<file path="config.mk">
export PLATFORM = sky130hd
export DESIGN_NAME = uart_frame_loader
export DESIGN_NICKNAME = d
export VERILOG_FILES = /design/src/rtl/uart_frame_loader.sv
export SDC_FILE = /design/constraint.sdc
export NUM_CORES = 2
export LEC_CHECK = 0
export ABC_AREA = 1
export BUFFER_PORTS_ARGS = -buffer_cell sky130_fd_sc_hd__buf_2
export CAP_MARGIN = 20
export CORE_MARGIN = 3
export CORE_UTILIZATION = 64
export DETAILED_ROUTE_END_ITERATION = 10
export GPL_TIMING_DRIVEN = 0
export HOLD_SLACK_MARGIN = 0.05
export PLACE_DENSITY_LB_ADDON = 0.15
export SLEW_MARGIN = 10
export SYNTH_ARGS = -nofsm -noshare
export SYNTH_HDL_FRONTEND = slang
export SYNTH_SLANG_ARGS = --single-unit
</file>
<file path="constraint.sdc">
create_clock -name clk -period 50.2 [get_ports clk]
set_input_delay 10.04 -clock clk [delete_from_list [all_inputs] [get_ports clk]]
set_output_delay 10.04 -clock clk [all_outputs]
set_load 0.03 [all_outputs]
</file>
<file path="src/rtl/uart_frame_loader.sv">
// Collects a stream of received UART bytes into a ping-pong frame buffer and exposes
// only complete frames to the layer scanner through a registered read port.
module uart_frame_loader #(
    parameter  int FRAME_BYTES    = 64,
    parameter  int TIMEOUT_CYCLES = 260400,
    parameter  int TMR_W          = 19,
    localparam int IDX_W          = $clog2(FRAME_BYTES)
) (
    input  logic             clk,
    input  logic             rst,
    input  logic             enable,
    input  logic             rx_valid,
    input  logic [7:0]       rx_data,
    input  logic             rx_err,
    input  logic             err_clr,
    input  logic [IDX_W-1:0] rd_addr,
    output logic [7:0]       rd_data,
    output logic             frame_done,
    output logic [7:0]       frame_cnt,
    output logic             err_sticky,
    output logic             busy
);

    typedef enum logic {IDLE, FILL} state_t;

    localparam logic [IDX_W-1:0] LAST_IDX = IDX_W'(FRAME_BYTES - 1);
    localparam logic [TMR_W-1:0] TMR_MAX  = TMR_W'(TIMEOUT_CYCLES - 1);

    state_t           state, state_nxt;
    logic [IDX_W-1:0] wr_idx;
    logic             wr_bank;
    logic [TMR_W-1:0] timer;
    logic [7:0]       bank [2][FRAME_BYTES];

    logic accept, bad_byte;
    logic wr_en, commit, timed_out, err_set, timer_run;

    assign accept   = enable && rx_valid && !rx_err;
    assign bad_byte = enable && rx_valid && rx_err;

    always_ff @(posedge clk or posedge rst) begin
        if (rst) begin
            state <= IDLE;
        end else begin
            state <= state_nxt;
        end
    end

    // An accepted byte always beats a timer expiry on the same cycle.
    always_comb begin
        state_nxt = state;
        case (state)
            IDLE: begin
                if (accept) state_nxt = FILL;
            end
            FILL: begin
                if (!enable || bad_byte)  state_nxt = IDLE;
                else if (accept)          state_nxt = (wr_idx == LAST_IDX) ? IDLE : FILL;
                else if (timer == TMR_MAX) state_nxt = IDLE;
            end
            default: state_nxt = IDLE;
        endcase
    end

    always_comb begin
        wr_en     = accept;
        commit    = (state == FILL) && accept && (wr_idx == LAST_IDX);
        timed_out = (state == FILL) && enable && !rx_valid && (timer == TMR_MAX);
        err_set   = bad_byte || timed_out;
        timer_run = (state == FILL) && (state_nxt == FILL) && !accept;
        busy      = (state == FILL);
    end

    always_ff @(posedge clk or posedge rst) begin
        if (rst) begin
            wr_idx     <= '0;
            wr_bank    <= 1'b0;
            timer      <= '0;
            frame_done <= 1'b0;
            frame_cnt  <= 8'd0;
            err_sticky <= 1'b0;
        end else begin
            if (!enable || bad_byte || commit || timed_out) begin
                wr_idx <= '0;
            end else if (accept) begin
                wr_idx <= wr_idx + IDX_W'(1);
            end

            if (!timer_run) begin
                timer <= '0;
            end else if (timer != TMR_MAX) begin
                timer <= timer + TMR_W'(1);
            end

            wr_bank    <= wr_bank ^ commit;
            frame_done <= commit;
            if (commit) begin
                frame_cnt <= frame_cnt + 8'd1;
            end

            if (err_set) begin
                err_sticky <= 1'b1;
            end else if (err_clr) begin
                err_sticky <= 1'b0;
            end
        end
    end

    // The display bank (~wr_bank) is never written, so a torn frame cannot be shown.
    always_ff @(posedge clk or posedge rst) begin
        if (rst) begin
            for (int b = 0; b < 2; b++) begin
                for (int i = 0; i < FRAME_BYTES; i++) begin
                    bank[b][i] <= 8'h00;
                end
            end
            rd_data <= 8'h00;
        end else begin
            if (wr_en) begin
                bank[wr_bank][wr_idx] <= rx_data;
            end
            rd_data <= bank[~wr_bank][rd_addr];
        end
    end

endmodule

</file>
==> summary.md <==
| Metric | Value |
|---|---|
| Total wire length | approximately 220 mm |
| Core Area | roughly 75000 µm² |
| Max-cap violations | 0 |
| Final instance area | 54360 µm² |
| Tmin final | 12.91 ns |
| Global route overflow | 0 |
| Clock Skews | 0.02259 ns |
| Fmax | 77.46 MHz |
| Area growth from synthesis to layout | 11.78% |
| Leakage power | around 24 nW |
| Critical path startpoint | rd_addr[1] |
| RePlAce Congestion | 1.110 |
| Cell Area, Synth | 48630 µm² |
| CTS resizes | 0 |
| Final cycle utilization of the critical path | between 20% and 30% |
| Chip Height | 281.7 µm |
| Most common flop cell mapped by yosys | dfrtp_1 |
| Yosys top cell area share | 55.01% |
| Number of synthesized flops with an enable pin | 0 |
| Maximum VDD drop | 37.28 µV |
| Setup CP Type | in2reg |
| Total power | around 1.9 mW |
| Nets | 6312 |
| Initial antenna violation count | 17 |
| Layout cells sized above 1 | 6.363% |
| Slew HR | 11.35% |
| Post-Syn Area per Cell | 7.954 µm² |
| DR pass1 iterations | 10 |
| Hold_buf cts | 0 |
| First-pass GRT wire length | 314.6 mm |
| Via count | 50560 |
| Dpl hpwl | 155.8 mm |
| Overall Global Routing Usage | 56.02% |
| # IOs | 39 |
| Yosys top cell by area | dfrtp_1 |
| Initial core utilization | approximately 65% |
| Final core occ | 72.65% |
| Critical path arrival | between 10 and 15 ns |
| Placed Area | 50470 µm² |
| CTS root buffer | clkbuf_16 |
| Worst Setup Start Kind | input port |
| Die area | 79330 µm² |
| Required time worst endpoint | approximately 51 ns |
| Setup bufs post-CTS | 0 |
| Initial drt markers | 10260 |
| Final Hold Viols | 0 |
| Placed Cells | 7136 |
| Status | finished, final reports clean |
| Yosys cell types | 27 |
| Worst flop-to-flop path startpoint | wr_bank$_DFF_PP0_ |
| Post-Syn Instances | 6114 |
| Rows | 100 |
| Die Wd | 281.7 µm |
| Synth top area cells | dfrtp_1 (55%), nand2_1 (18%), o21ai_0 (10%) |
| Asr flop ratio synth | 100.0% |
| Post-synthesis sequential area ratio | 55.01% |
| CTS tree | done |
| Final setup vio count | 0 |
| Non-Filler Instances | 7361 |
| Hold Path Class | reg2reg |
| Clk sinks | 1069 |
| CTS H-tree lvls | 3 |
| Yosys reg bits | between 1000 and 1500 |
| Port-buffer cells | 34 |
| HP Start | frame_cnt[7]$_DFFE_PP0P_ |
| Pin count of the biggest net entering global routing | 118 |
| Number of global-route vias before repair | 46990 |
| Crit-path max FO | 10 |
| Wire per inst | 30.39 µm |
| Slew Viols, Final | 0 |
| DRC | 0 |
| Max Root-Sink Buffers | 3 |
| Post-synthesis net count | 6137 |
| Clock latency on the worst-skew pair | 0.71 ns |
| Crit. End Element | register |
| CTS Buf Count | about 110 |
| Unrepaired setup endpoints after global routing | false |
| Post-route ant nets | 0 |
| Warning count from the yosys run | 0 |
| Pwr dens | 34.19 nW/µm² |
| Vias/cell | 6.869 |
| Clock-pin slew on the worst setup and hold paths | 0.06 ns |
| Worst-Margin Slew | approximately 1.3 ns |
| Setup TNS Final | 0 ns |
-- cell type report --
| class | count | area, µm² |
|---|---|---|
| Sequential cell | 1069 | 26750 |
| Clock inverter | 40 | 500.5 |
| Multi-Input combinational cell | 4520 | 19710 |
| Inverter | 46 | 180.2 |
| Tap cell | 969 | 1212 |
| Clock buffer | 163 | 3212 |
| Antenna cell | 11 | 27.53 |
| Buffer | 479 | 2002 |
| Fill cell | 5728 | 20460 |
| Timing Repair Buffer | 64 | 764.5 |
-- sequential cells by signal, summed over array words and instances (netlist names) --
| signal | flops |
|---|---|
| wr_bank | 1 |
| wr_idx | 6 |
| timer | 19 |
| frame_cnt | 8 |
| bank | 1024 |
| rd_data | 8 |
| err_sticky | 1 |
| frame_done | 1 |
| busy | 1 |
-- critical path: stages --
cell and delay, ns:
buf_2 0.16, inv_1 0.08, clkbuf_1 0.83, buf_1 0.95, nand3_1 0.24, nand3_1 0.19
nand2_1 0.25, nand2_1 0.14, nand3_1 0.08, nand2_1 0.11, nand2_1 0.07, nand2_1 0.32
-- report_power, final --
group | total [mW] | switching (mW) | internal, mW | leakage [nW]
clock network | 0.854 | 0.369 | 0.485 | 1.83
registers | 0.868 | 0.00240 | 0.866 | 14.9
logic | 0.137 | 0.113 | 0.0244 | 7.48
-- placed cells by master, fill, tap and decap left out, drive strengths merged, types with 2 or more instances in the layout --
master     n
nor4       2
clkinv    28
nor3b      3
clkbuf   462
dfrtp   1069
ha         3
buf      244
nor2     104
nand4      8
a21oi      3
bufinv     8
nor3      11
diode     11
nand2   2379
xnor2      6
nand3    953
o21ai   1028
xor2      18
inv       49
-- logic make-up after synthesis --
kind of cell	after synthesis	synth area share [%]
AND/OR/NAND/NOR	3462	29.41
buffers and inverters	525	4.459
adder cells (fa/ha/maj)	3	0.07719
XOR/XNOR	24	0.4322
flip-flops	1069	55.01
AO/OA/AOI/OAI	1031	10.61
-- synth_stat cells (6+ instances only) --
cell type     n
nand2_1    2369
dfrtp_1    1069
o21ai_0     983
nand3_1     951
clkbuf_1    298
buf_2       125
nor2_1      100
buf_1        45
o21ai_1      45
inv_1        39
xor2_1       18
buf_4        11
nand2_2      10
nor3_1       10
nand4_1       8
inv_2         7
xnor2_1       6
-- path summary, 6_finish.rpt --
check	endpoint	slack (ns)	cells past startpoint
max reg2reg	rd_data[0]$_DFF_PP0_	46.73	13
min in group asynchronous	timer[15]$_DFFE_PP0P_	9.37	2
max	rd_data[0]$_DFF_PP0_	37.29	12
max in group asynchronous	bank[1008]$_DFFE_PP0P_	38.48	6
min reg2reg	frame_cnt[7]$_DFFE_PP0P_	0.48	1
min	frame_cnt[7]$_DFFE_PP0P_	0.48	1
-- through the flow --
step / worst slack, ns / hold slack, ns
floorplan: 10.07 / 0.4529
global route: 37.56 / 0.5017
global placement: -0.3939 / 0.4509
detailed placement: 37.12 / 0.4634
CTS: 37.81 / 0.4756
finish: 37.29 / 0.4752
-- per-layer routing --
metal,share of wire (%),track usage [%],routed length (µm),vias to the layer above
met5,0.077,0.5367,173,-
met1,33,68.17,73420,23890
met2,38,73.87,85490,4832
li1,-,-,-,20470
met4,10,44.87,23080,14
met3,19,29.41,41510,1359
(Power assumes the default switching activity.)
